[src/rtl/rr_grant_sched.sv]
// rr_grant_sched: four-way round-robin grant scheduler for one shared resource.
// A winner is picked in IDLE, holds the grant in HOLD until it signals done or
// drops its request, then becomes lowest priority for the next pick.
// Optional feature macro: ARB_TIMEOUT_EN -- revokes a grant held for MAX_HOLD
// cycles and pulses timeout on the cycle of revocation.
module rr_grant_sched #(
  parameter int MAX_HOLD = 8
) (
  input  logic       clk,
  input  logic       rst_n,
  input  logic [3:0] req,
  input  logic       done,
  input  logic       res_ready,
  output logic [3:0] gnt,
  output logic [1:0] gnt_idx,
  output logic       gnt_valid,
  output logic       timeout
);

  typedef enum logic {
    IDLE = 1'b0,
    HOLD = 1'b1
  } state_t;

  // A hold limit below 2 leaves no room for a grant to be seen before revocation.
  if (MAX_HOLD < 2) begin : g_bad_max_hold
    $error("rr_grant_sched: MAX_HOLD must be >= 2");
  end

  state_t     state, state_nxt;
  logic [1:0] ptr, ptr_nxt;        // last owner; lowest priority in the next pick
  logic [1:0] owner, owner_nxt;    // current owner, 2'b00 while idle
  logic [1:0] o1, o2, o3, o4;      // scan order derived from ptr
  logic [1:0] win;
  logic       win_vld;
  logic       rel;                 // normal release by the owner
  logic       tmo;                 // forced release by the hold limit

`ifdef ARB_TIMEOUT_EN
  localparam int CW = $clog2(MAX_HOLD);
  logic [CW-1:0] cnt, cnt_nxt;

  // Hold-cycle counter; restarts every time a grant is issued.
  always_ff @(posedge clk or negedge rst_n) begin
    if (!rst_n) cnt <= '0;
    else        cnt <= cnt_nxt;
  end
`endif

  // State, pointer and owner registers; reset drops any live grant at once.
  // NOTE: sequential state uses non-blocking assignments so every register
  // samples the pre-edge values of the others, independent of block order.
  always_ff @(posedge clk or negedge rst_n) begin
    if (!rst_n) begin
      state <= IDLE;
      ptr   <= 2'b11;
      owner <= 2'b00;
    end else begin
      state <= state_nxt;
      ptr   <= ptr_nxt;
      owner <= owner_nxt;
    end
  end

  // Priority scan, winner selection and next-state decision.
  always_comb begin
    // NOTE: every variable gets a default before any branch, so no path can
    // leave one unassigned and infer a latch.
    state_nxt = state;
    ptr_nxt   = ptr;
    owner_nxt = owner;
    o1        = 2'd0;
    o2        = 2'd1;
    o3        = 2'd2;
    o4        = 2'd3;
    win       = 2'b00;
    win_vld   = 1'b0;
    rel       = 1'b0;
    tmo       = 1'b0;
`ifdef ARB_TIMEOUT_EN
    cnt_nxt   = '0;
`endif

    // Scan starts just after the last owner and ends on it.
    case (ptr)
      2'b00:   begin o1 = 2'd1; o2 = 2'd2; o3 = 2'd3; o4 = 2'd0; end
      2'b01:   begin o1 = 2'd2; o2 = 2'd3; o3 = 2'd0; o4 = 2'd1; end
      2'b10:   begin o1 = 2'd3; o2 = 2'd0; o3 = 2'd1; o4 = 2'd2; end
      2'b11:   begin o1 = 2'd0; o2 = 2'd1; o3 = 2'd2; o4 = 2'd3; end
      default: begin o1 = 2'd0; o2 = 2'd1; o3 = 2'd2; o4 = 2'd3; end
    endcase

    if      (req[o1]) begin win = o1; win_vld = 1'b1; end
    else if (req[o2]) begin win = o2; win_vld = 1'b1; end
    else if (req[o3]) begin win = o3; win_vld = 1'b1; end
    else if (req[o4]) begin win = o4; win_vld = 1'b1; end

    case (state)
      IDLE: begin
        if (res_ready && win_vld) begin
          owner_nxt = win;
          state_nxt = HOLD;
        end
      end
      HOLD: begin
        rel = done || !req[owner];
`ifdef ARB_TIMEOUT_EN
        cnt_nxt = cnt + 1'b1;
        tmo     = !rel && (cnt == CW'(MAX_HOLD - 1));
`endif
        if (rel || tmo) begin
          ptr_nxt   = owner;
          owner_nxt = 2'b00;
          state_nxt = IDLE;
        end
      end
      default: state_nxt = IDLE;
    endcase
  end

  assign gnt_valid = (state == HOLD);
  assign gnt       = gnt_valid ? (4'b0001 << owner) : 4'b0000;
  assign gnt_idx   = owner;
  assign timeout   = tmo;

endmodule

[config.mk]
export PLATFORM = sky130hd
export DESIGN_NAME = rr_grant_sched
export DESIGN_NICKNAME = d
export VERILOG_FILES = /design/src/rtl/rr_grant_sched.sv
export SDC_FILE = /design/constraint.sdc
export NUM_CORES = 1
export LEC_CHECK = 0
export BUFFER_PORTS_ARGS = -buffer_cell sky130_fd_sc_hd__buf_2
export CORE_ASPECT_RATIO = 1.75
export CORE_MARGIN = 5
export CORE_UTILIZATION = 25
export CTS_CLUSTER_SIZE = 14
export DETAILED_ROUTE_END_ITERATION = 10
export PLACE_DENSITY = 0.47
export SYNTH_ARGS = -nofsm -noshare
export SYNTH_HDL_FRONTEND = slang
export SYNTH_SLANG_ARGS = --single-unit
[constraint.sdc]
create_clock -name clk -period 2.1 [get_ports clk]
set_input_delay 0.105 -clock clk [delete_from_list [all_inputs] [get_ports clk]]
set_output_delay 0.105 -clock clk [all_outputs]
set_load 0.005 [all_outputs]
# Word-level counts from Yosys, hierarchy flattened
# Index checks and enable logic that the tools add are counted.
[classes] n_reduce_logical=6 bitwise=1 shifts=1 muxes=29 n_lt_le_gt_ge=5 n_eq_ne=5
[op_table] operator="case mux 2 bit (4 select lines)" n=4
[op_table] operator="< comparator 2 x 3 -> 1 bit, second input constant" n=5
[op_table] operator="2-to-1 mux 2 bit" n=6
[op_table] operator="2-to-1 mux 1 bit" n=11
[op_table] operator="binary-select mux 1 bit (select 2 bit)" n=5
[op_table] operator="equality test 2 bit, second input constant" n=2
[op_table] operator="2-to-1 mux 4 bit" n=1
[op_table] operator="case mux 2 bit (2 select lines)" n=1
[op_table] operator="AND reduction 2 bit" n=2
[op_table] operator="<< shifter 1 x 2 -> 4 bit, first input constant" n=1
[op_table] operator="equality test 2 x 1 -> 1 bit, second input constant" n=1
[op_table] operator="zero test 2 bit" n=1
[op_table] operator="!= test 2 x 1 -> 1 bit, second input constant" n=1
[op_table] operator="!= test 2 bit, second input constant" n=1
[op_table] operator="case mux 1 bit (2 select lines)" n=1
[op_table] operator="logical AND 1 bit" n=1
[op_table] operator="zero test 1 bit" n=1
[op_table] operator="logical OR 1 bit" n=1
[op_table] operator="NOT 1 bit" n=1
[word_totals] ff_bits=5 elab_cells=50 input_bits=8

# Depth between registers and ports, before layout
# Gate-level depths: netlist of run 1.
[logic_depth] depth_word=11 ltp_mapped=8

# Least setup slack after synthesis of run 1
# OpenSTA, ideal clock, no wires.
[synth_path] path_type="reg2reg" startpoint="reg ptr[0]" endpoint="reg owner[0] (netlist: gnt_idx[0])" setup_slack_ns=-0.080 stages_incl_launch_ff=9 n_path_buf=1 t_arrival_ns=2.093 required_ns=2.013 path_cell_list="dfstp_2 buf_6 inv_1 ha_1 mux4_2 inv_1 a221oi_2 a211o_1 a22oi_1"
[synth_via] elab_chain_cells=11
[synth_rtl] item="start: declaration" line_no="31" rtl="logic [1:0] ptr, ptr_nxt;"
[synth_rtl] item="start signal: assignment" line_no="60" rtl="ptr <= ptr_nxt;"
[synth_rtl] item="equality test 2 bit (tied with other cells)" line_no="85" rtl="case (ptr)"
[synth_rtl] item="case mux 2 bit (4 select lines)" line_no="85"
[synth_rtl] item="binary-select mux 1 bit (select 2 bit)" line_no="96" rtl="else if (req[o4]) begin win = o4; win_vld = 1'b1; end"
[synth_rtl] item="2-to-1 mux 1 bit (implied by the code)" line_no="96"
[synth_rtl] item="2-to-1 mux 1 bit" line_no="96"
[synth_rtl] item="2-to-1 mux 1 bit" line_no="95" rtl="else if (req[o3]) begin win = o3; win_vld = 1'b1; end"
[synth_rtl] item="2-to-1 mux 1 bit" line_no="94" rtl="else if (req[o2]) begin win = o2; win_vld = 1'b1; end"
[synth_rtl] item="2-to-1 mux 1 bit" line_no="93" rtl="if (req[o1]) begin win = o1; win_vld = 1'b1; end"
[synth_rtl] item="logical AND 1 bit" line_no="100" rtl="if (res_ready && win_vld) begin"
[synth_rtl] item="!= test 2 bit (no source line)"
[synth_rtl] item="AND reduction 2 bit (no source line)"
[synth_rtl] item="end signal: assignment" line_no="61" rtl="owner <= owner_nxt;"
[synth_rtl] item="end: declaration" line_no="32" rtl="logic [1:0] owner, owner_nxt;"
# Parallel ways exist; a longest one is shown, timed or not. The select of a mux whose other input is x is not followed.
# A chain may end at the register's enable or synchronous reset.

# Final worst setup path of run 1
[layout_path] startpoint="reg ptr[1]" endpoint="reg owner[0] (netlist: gnt_idx[0])"
# The elaborated chain is that of the path after synthesis.

==> reports/metrics.cfg, run 1 <==
[sta]
hold_viol=0
max_freq_mhz=496.7
period_minus_slack_ps=2013
clock_skew_ps=3.911
worst_slack_ps=86.54
min_period_over_period=0.9588
rsz0062_at_grt=no
setup_tns_ps=0
report.final.slew_viol_count=0
setup_viol=0

[critical_path]
r2r-end=gnt_idx[0]$_DFFE_PN0P_
crit_path_end=gnt_idx[0]$_DFFE_PN0P_
timing.reg2reg.setup_slack_ps=90
crit_family=flip-flops
cp_slowest_cell=dfstp_2
crit_start=ptr[1]$_DFFE_PN1P_
crit_buf_inv=2
critical_path_required_ps=2230
crit_top_cell=inv_1
slowest_delay_ps=540
cp-start-kind=flip-flop
worst_setup_path_end_kind=flip-flop
crit_fanout=4
crit_chain=inv_1 > ha_4 > mux4_2 > inv_1 > a221oi_2 > a211o_1 > a22oi_1
critical_path_class=flip-flop to flip-flop
cp.depth=7
reg2reg_from=ptr[1]$_DFFE_PN1P_
arrival_ps=2150
r2r_cells=7

[floorplan]
ios=16
start_util=0.2576
die_w_um=46.59
row_count=23
core_um2=2273
die_area_um2=3448
die_h_um=74.02

[synth]
ys_seq_area_frac=0.2179
ys_seq_elements=5
synth_cell_types=36
avgSynthCellArea_um2=9.149
synth_warnings=0
synth_area_um2=585.6
syn_nets=76
syn_inst=64

[power_and_ir_drop]
seqPwrFrac=0.198
pwr-share-comb=0.644
power.total_mw=1.110
p_leak_nw=0.3345
ir_worst_vdd_v=0.0005570
internal_power_mw=0.6371
p_sw_frac=0.4258
pwr_density_cell_nw_per_um2=1466
clkPwrFrac=0.158
netSwitchingPower_mw=0.4725

[final_layout]
regArea_um2=127.6
multi_input_area_um2=439.2
drive_gt1_frac=0.4217
layout_commonest_cell=buf_2
fin_nets=96
final_cells=108
num_antenna_cells=0
final_area_um2=757.0
syn_to_final_growth_pct=29.27
mostFrequentLayoutCells=14 x buf_2, 7 x nor2_1, 4 x inv_1, 4 x a21oi_1, 4 x o21ai_0
num-fill-cells=245

[place]
dp_slack_ps=79.18
place_area_um2=695.7
place_inst=103
gp_congestion=0.9048
place.port_buffers=14
dp_hpwl_um=1195

[drt]
drc_errors=0
wire_per_inst_um=14.16
route.vias.total=549
routed_wirelength_um=1529
drtIter0Drc=9
top_layer=met4
met3_length_um=56
via_per_inst=5.083
drt_first_pass_iters=4
postRouteAntennaNets=0
dr_wl_met2_um=817
wl_met1_um=650

[clock_network]
postCtsSetupBuffers=0
insertion_delay_ps=220
cts_root_buffer=clkbuf_8
h-tree-depth=1
clk_pin_slew_ps=40
cts_sinks=5
cts_tree=done
cts_buffers=3
clk_path_buf_depth=2

[grt]
overflow=0
grt_pass1_vias=549
grt.total_usage=0.09598
antenna_found_initial=0
grt_first_pass_wirelength_um=2484
grt_max_degree=13

[run]
cap_violations=0

[status]
status=finished clean

[min_path]
hold_path_class=primary input to flip-flop

cell families (layout without fill, tap and decap cells):
group,count (synthesis),count (layout),synth area share
and+or+nand+nor,20,20,0.1688
AOI/OAI and AO/OA,18,18,0.2350
muxes,9,9,0.2222
buffers and inverters,7,26,0.06411
DFF,5,5,0.2179
adders and majority gates,4,4,0.08547
other,1,1,0.006404
synth_stat cells:
master     instances  area [µm²]
nand3_1            2       10.01
a211o_1            1       8.760
mux2i_2            1       13.76
mux2_2             1       11.26
a31oi_2            1       12.51
or2_2              1       6.260
mux4_1             1       26.28
nor3b_1            1       7.510
nand2b_1           2       12.51
nor2_1             7       26.28
dfstp_2            2       52.55
mux2_1             1       11.26
inv_1              5       18.77
a22oi_1            1       7.510
o21ai_0            4       20.02
o21ai_1            1       5.000
nand2_1            2       7.510
a221oi_2           1       15.01
ha_1               4       50.05
nor3_1             2       10.01
a2111oi_2          1       15.01
conb_1             1       3.750
a21oi_1            4       20.02
buf_6              1       11.26
a31o_2             1       8.760
mux2i_1            3       30.03
and3_1             1       6.260
nand2_2            1       6.260
dfrtp_1            3       75.07
mux2_4             1       15.01
buf_4              1       7.510
o32ai_1            1       8.760
nor4_1             1       6.260
mux4_2             1       22.52
a211oi_1           1       7.510
o2111ai_1          1       8.760
flip-flops by register name, summed over array words and instances (netlist names):
name and count:
gnt_idx 2, ptr 2, gnt_valid 1
power groups by stage:
stage                     registers, mW  logic (mW)  clock network, mW
final                             0.220       0.714              0.175
after detailed placement          0.221       0.705                  0
after global routing              0.232       0.794              0.183
after CTS                         0.221       0.708              0.180
after global placement            0.219       0.710                  0
after floorplan                   0.221       0.532                  0
repair_timing:
item / 4_1_cts / 5_1_grt
hold buffers: 1 / 0
endpoints found under the hold margin: 5 / 0
gates resized for setup: 0 / 2
endpoints found under the setup margin: 0 / 2
layer usage:
layer / global-route usage / vias up
met3: 0.02421 / 2
met1: 0.1187 / 260
met2: 0.1580 / 9
met5: 0 / -
met4: 0.03165 / 0
li1: - / 278
layout make-up:
cell class                      instances  area share
Clock buffer                            4     0.05950
Inverter                                5     0.02479
Multi-Input combinational cell         52      0.5802
Sequential cell                         5      0.1686
Tap cell                               25     0.04132
Timing Repair Buffer                   17      0.1256
worst min-delay path by stage:
stage / endpoint / depth (start not counted) / from / slack, ps
finish: gnt_valid$_DFF_PN0_ / 3 / done / 210
global route: gnt_valid$_DFF_PN0_ / 2 / rst_n / 250
CTS: gnt_valid$_DFF_PN0_ / 3 / done / 210
detailed placement: gnt_valid$_DFF_PN0_ / 1 / rst_n / -70
global placement: gnt_valid$_DFF_PN0_ / 1 / rst_n / -70
floorplan: gnt_idx[0]$_DFFE_PN0P_ / 0 / rst_n / -190
worst min-delay path: cells and delay by family:
family | cells | cell delay [ps]
AOI/OAI and AO/OA | 1 | 90
buffers and inverters | 1 | 70
and+or+nand+nor | 1 | 120
metrics by stage:
step / hold WS (ps) / util
floorplan: -190.6 / -
global placement: -71.72 / 0.3060
detailed placement: -70.88 / 0.3060
CTS: 211.5 / 0.3302
global route: 250.9 / 0.3330
finish: 214.4 / 0.3330
No activity file was read; power rests on OpenSTA's default activity.
==> run 2: changes to the inputs <==
--- a/config.mk
+++ b/config.mk
@@ -11,7 +11,9 @@
 export CORE_UTILIZATION = 25
 export CTS_CLUSTER_SIZE = 14
 export DETAILED_ROUTE_END_ITERATION = 10
-export PLACE_DENSITY = 0.47
+export HOLD_SLACK_MARGIN = 0.12
+export PLACE_DENSITY = 0.45
+export SLEW_MARGIN = 40
 export SYNTH_ARGS = -nofsm -noshare
 export SYNTH_HDL_FRONTEND = slang
 export SYNTH_SLANG_ARGS = --single-unit
==> constraint.sdc (replaced) <==
create_clock -name clk -period 2.55 [get_ports clk]
set_input_delay 0.1275 -clock clk [delete_from_list [all_inputs] [get_ports clk]]
set_output_delay 0.1275 -clock clk [all_outputs]
set_load 0.005 [all_outputs]
==> reports/metrics.cfg, run 2 (synthesis gave the netlist of run 1 again) <==
[status]
status=finished clean

[clock_network]
cts_tree=done
cts_buffers=3  ; unchanged
clk_pin_slew_ps=40  ; about the same
h-tree-depth=1  ; unchanged
cts_root_buffer=clkbuf_8
hold_buffers=1  ; unchanged
postCtsSetupBuffers=0  ; unchanged
cts_sinks=5  ; unchanged
clk_path_buf_depth=2  ; unchanged
insertion_delay_ps=220  ; about the same
ctsResizeCount=0  ; unchanged

[run]
cap_violations=0  ; unchanged

[drt]
routed_wirelength_um=1475  ; -3.5%
via_per_inst=5.187  ; +2.0%
route.vias.total=555  ; +1.1%
drc_errors=0  ; unchanged
wire_per_inst_um=13.79  ; -2.6%
postRouteAntennaNets=0  ; unchanged
drt_first_pass_iters=3  ; -1
drtIter0Drc=15  ; +6

[place]
place.port_buffers=14  ; unchanged
dp_slack_ps=479.1  ; +399.9 ps
dp_hpwl_um=1193  ; -0.11%
gp_congestion=0.8089  ; -11%
place_inst=102  ; -0.97%

[final_layout]
num-fill-cells=266  ; +8.6%
syn_to_final_growth_pct=24.79
layout_commonest_cell=buf_2
mostFrequentLayoutCells=14 x buf_2, 7 x nor2_1, 5 x inv_1
final_cells=107  ; -0.93%
num_antenna_cells=0  ; unchanged
fin_nets=95  ; -1.0%
drive_gt1_frac=0.3659  ; -0.05583

[sta]
fin_hold_ws_ps=257.0  ; +42.54 ps
hold_viol=0  ; unchanged
min_period_over_period=0.8089  ; -0.1499
setup_tns_ps=0  ; unchanged
rsz0062_at_grt=no
setup_viol=0  ; unchanged
worst_slack_ps=487.2  ; +400.7 ps
clock_skew_ps=2.151  ; -1.760 ps
max_freq_mhz=484.8  ; -2.4%
report.final.slew_viol_count=0  ; unchanged
period_minus_slack_ps=2063  ; +49.30 ps

[grt]
antenna_found_initial=0  ; unchanged
grt_first_pass_wirelength_um=2490  ; +0.24%
grt_pass1_vias=542  ; -1.3%
overflow=0  ; unchanged
grt.total_usage=0.09991  ; +0.003925
grt_max_degree=14  ; +1

[floorplan]
die_area_um2=3448  ; unchanged
die_h_um=74.02  ; unchanged
row_count=23  ; unchanged
core_um2=2273  ; unchanged
ios=16  ; unchanged
die_w_um=46.59  ; unchanged
start_util=0.2576  ; unchanged

[power_and_ir_drop]
p_leak_nw=0.3323  ; -0.67%
pwr_density_cell_nw_per_um2=1188  ; -19%
ir_worst_vdd_v=0.0004321  ; -22%

[critical_path]
critical_path_required_ps=2680  ; +450 ps
critical_path_class=flip-flop to flip-flop
cp-start-kind=flip-flop
arrival_ps=2190  ; +40 ps
worst_setup_path_end_kind=flip-flop
crit_fanout=4  ; unchanged

[min_path]
hold_path_class=primary input to asynchronous set/reset pin

run 2: final timing paths:
path	start	end	slack [ps]	cells past startpoint
max reg2reg	ptr[1]$_DFFE_PN1P_	gnt_idx[0]$_DFFE_PN0P_	490	7
max	ptr[1]$_DFFE_PN1P_	gnt_idx[0]$_DFFE_PN0P_	490	7
min	rst_n	gnt_valid$_DFF_PN0_	260	2
max in group asynchronous	rst_n	ptr[1]$_DFFE_PN1P_	2080	2
min in group clk	done	gnt_valid$_DFF_PN0_	260	3
min reg2reg	gnt_idx[0]$_DFFE_PN0P_	gnt_idx[0]$_DFFE_PN0P_	640	2
run 2: area by class of cell:
type | instances | area [µm²] | share of cell area
Timing Repair Buffer | 16 | 87.58 | 0.1199
Sequential cell | 5 | 127.6 | 0.1747
Clock buffer | 4 | 45.04 | 0.06164
Tap cell | 25 | 31.28 | 0.04281
Inverter | 5 | 18.77 | 0.02568
Multi-Input combinational cell | 52 | 420.4 | 0.5753
run 2: stage by stage:
stage	cell area [µm²]	utilization	total power [mW]
after global placement	675.6	0.2972	0.7277
after floorplan	585.6	-	0.5950
after CTS	730.7	0.3214	0.8796
final	730.7	0.3214	0.8680
after detailed placement	675.6	0.2972	0.7288
after global routing	730.7	0.3214	0.9569
run 2: layer usage:
layer  wire [µm]  track usage  share of wire
met5           0            0              0
met4          25      0.04747          0.017
met2         843       0.1733           0.57
met1         566       0.1101           0.38
met3          40      0.02179          0.027
run 2: report_power, final:
group	total, mW	leakage [nW]	switching, mW	internal, mW
Clock	0.144	0.0228	0.0370	0.107
Combinational	0.546	0.252	0.291	0.255
Sequential	0.178	0.0580	0.0496	0.128
Total	0.868	0.332	0.378	0.490
run 2: critical path, cell delays in order, from the launching register on:
cell and delay, ps:
dfstp_2 540, inv_1 60, ha_1 340, mux4_2 500, inv_1 80, a221oi_2 60, a211o_1 230, a22oi_1 160
==> run 3: changes to the inputs <==
--- a/config.mk
+++ b/config.mk
@@ -12,7 +12,7 @@
 export CTS_CLUSTER_SIZE = 14
 export DETAILED_ROUTE_END_ITERATION = 10
 export HOLD_SLACK_MARGIN = 0.12
-export PLACE_DENSITY = 0.45
+export PLACE_DENSITY = 0.47
 export SLEW_MARGIN = 40
 export SYNTH_ARGS = -nofsm -noshare
 export SYNTH_HDL_FRONTEND = slang
==> constraint.sdc (replaced) <==
create_clock -name clk -period 1.7 [get_ports clk]
set_input_delay 0.085 -clock clk [delete_from_list [all_inputs] [get_ports clk]]
set_output_delay 0.085 -clock clk [all_outputs]
set_load 0.005 [all_outputs]
==> reports/metrics.cfg, run 3 (synthesis gave the netlist of run 1 again) <==
[status]
status=complete, but fails checks
violations=setup timing

[place]
dp_slack_ps=-298.0  ; -777.1 ps
dp_hpwl_um=1420  ; +19%
place.port_buffers=14  ; unchanged
gp_congestion=0.8875  ; +9.7%

[sta]
period_minus_slack_ps=1951  ; -112.1 ps
clock_skew_ps=5.091  ; +2.940 ps
setup_tns_ps=-410.8  ; -410.8 ps
report.final.slew_viol_count=0  ; unchanged
setup_viol=3  ; +3
worst_slack_ps=-250.7  ; -737.9 ps
max_freq_mhz=512.6  ; +5.7%
hold_viol=0  ; unchanged
rsz0062_at_grt=yes
min_period_over_period=1.147  ; +0.3385

[drt]
postRouteAntennaNets=0  ; unchanged
route.vias.total=630  ; +14%
drt_first_pass_iters=4  ; +1
drtIter0Drc=15  ; unchanged
wire_per_inst_um=14.52  ; +5.4%
via_per_inst=5.081  ; -2.0%
drc_errors=0  ; unchanged
routed_wirelength_um=1801  ; +22%

[floorplan]
start_util=0.2576  ; unchanged
core_um2=2273  ; unchanged
die_h_um=74.02  ; unchanged
ios=16  ; unchanged
die_w_um=46.59  ; unchanged
row_count=23  ; unchanged
die_area_um2=3448  ; unchanged

[clock_network]
cts_buffers=3  ; unchanged
clk_pin_slew_ps=40  ; about the same
insertion_delay_ps=220  ; about the same
cts_root_buffer=clkbuf_8
h-tree-depth=1  ; unchanged
cts_sinks=5  ; unchanged
clk_path_buf_depth=2  ; unchanged
cts_tree=done

[power_and_ir_drop]
p_leak_nw=0.4337  ; +31%
ir_worst_vdd_v=0.0008804  ; +100%
pwr_density_cell_nw_per_um2=1910  ; +61%
power.total_mw=1.952  ; +120%

[critical_path]
cp_slowest_cell=dfstp_2
timing.reg2reg.setup_slack_ps=-250  ; -740 ps
cp-start-kind=flip-flop
reg2reg_from=ptr[1]$_DFFE_PN1P_
r2r_cells=7  ; unchanged
crit_fanout=2  ; -2
crit_top_cell=inv_2
critical_path_class=flip-flop to flip-flop
r2r-end=gnt_idx[0]$_DFFE_PN0P_
critical_path_required_ps=1830  ; -850 ps
slowest_delay_ps=540  ; about the same
crit_chain=inv_2 > ha_4 > mux4_2 > inv_2 > a221oi_2 > a211o_1 > a22oi_1
arrival_ps=2090  ; -100 ps
worst_setup_path_end_kind=flip-flop

[final_layout]
syn_to_final_growth_pct=74.57
layout_commonest_cell=buf_2
num_antenna_cells=0  ; unchanged
drive_gt1_frac=0.6364  ; +0.2705
num-fill-cells=218  ; -18%
fin_nets=112  ; +18%
mostFrequentLayoutCells=14 x buf_2, 12 x buf_4, 6 x nor2_1

[min_path]
min_from=done
hold_end=gnt_valid$_DFF_PN0_
hold_path_class=primary input to flip-flop
holdPathStages=3

[grt]
grt_first_pass_wirelength_um=3001  ; +21%
grt.total_usage=0.1179  ; +0.01796
overflow=0  ; unchanged
antenna_found_initial=0  ; unchanged
grt_max_degree=9  ; -5
grt_pass1_vias=680  ; +25%

[run]
cap_violations=0  ; unchanged

run 3: changes by cell type in the layout (fill, tap and decap cells not counted), moves of 2 or more:
cell	change
buf_4	+11
buf_6	+5
ha_1	-4
ha_4	+3
inv_1	-3
inv_2	+3
mux2i_4	+2
o21ai_2	+2
run 3: routing by layer:
metal,share of wire,track usage
met3,0.019,0.007264
met2,0.61,0.2224
met5,0,0
met4,0,0.05380
met1,0.37,0.1250
run 3: critical path, delay by kind of cell (launching register included):
| family | cells | cell delay [ps] |
|---|---|---|
| compound gates | 3 | 440 |
| fa+ha+maj | 1 | 270 |
| buf+inv | 2 | 120 |
| flops | 1 | 540 |
| mux | 1 | 490 |
run 3: final cells by class:
| cell class | instances | area (µm²) | area share |
|---|---|---|---|
| Clock buffer | 4 | 45.04 | 0.04406 |
| Multi-Input combinational cell | 52 | 558.0 | 0.5459 |
| Tap cell | 25 | 31.28 | 0.03060 |
| Inverter | 5 | 18.77 | 0.01836 |
| Sequential cell | 5 | 127.6 | 0.1248 |
| Timing Repair Buffer | 33 | 241.5 | 0.2362 |
run 3: power breakdown:
group          internal, mW  switching [mW]
sequential            0.193          0.0613
clock                 0.161          0.0560
combinational         0.795           0.687
total                  1.15           0.804
run 3: timing repair:
action	4_1_cts	5_1_grt
hold buffers	1	0
endpoints found under the setup margin	3	3
pin swaps	7	4
setup buffers	3	3
endpoints found under the hold margin	5	0
resized for setup	26	4
run 3: through the flow:
step                      utilization  std cells  hold WS, ps  area [µm²]
after CTS                      0.4293        121        195.6       975.9
after floorplan                     -         64       -210.6       598.1
final                          0.4496        124        199.2        1022
after detailed placement       0.3511        115       -89.85       798.3
after global placement         0.3511        115       -92.70       798.3
after global routing           0.4496        124        221.3        1022
run 3: worst max-delay path by stage:
stage | start | to | slack, ps | cells past startpoint
6_report | ptr[1]$_DFFE_PN1P_ | gnt_idx[0]$_DFFE_PN0P_ | -250 | 7
5_1_grt | ptr[0]$_DFFE_PN1P_ | gnt_idx[0]$_DFFE_PN0P_ | -340 | 7
4_1_cts | ptr[1]$_DFFE_PN1P_ | gnt_idx[0]$_DFFE_PN0P_ | -270 | 7
3_5_place_dp | ptr[0]$_DFFE_PN1P_ | gnt_idx[0]$_DFFE_PN0P_ | -300 | 7
3_3_place_gp | ptr[0]$_DFFE_PN1P_ | gnt_idx[1]$_DFFE_PN0P_ | -290 | 9
2_1_floorplan | ptr[0]$_DFFE_PN1P_ | gnt_idx[0]$_DFFE_PN0P_ | -400 | 8
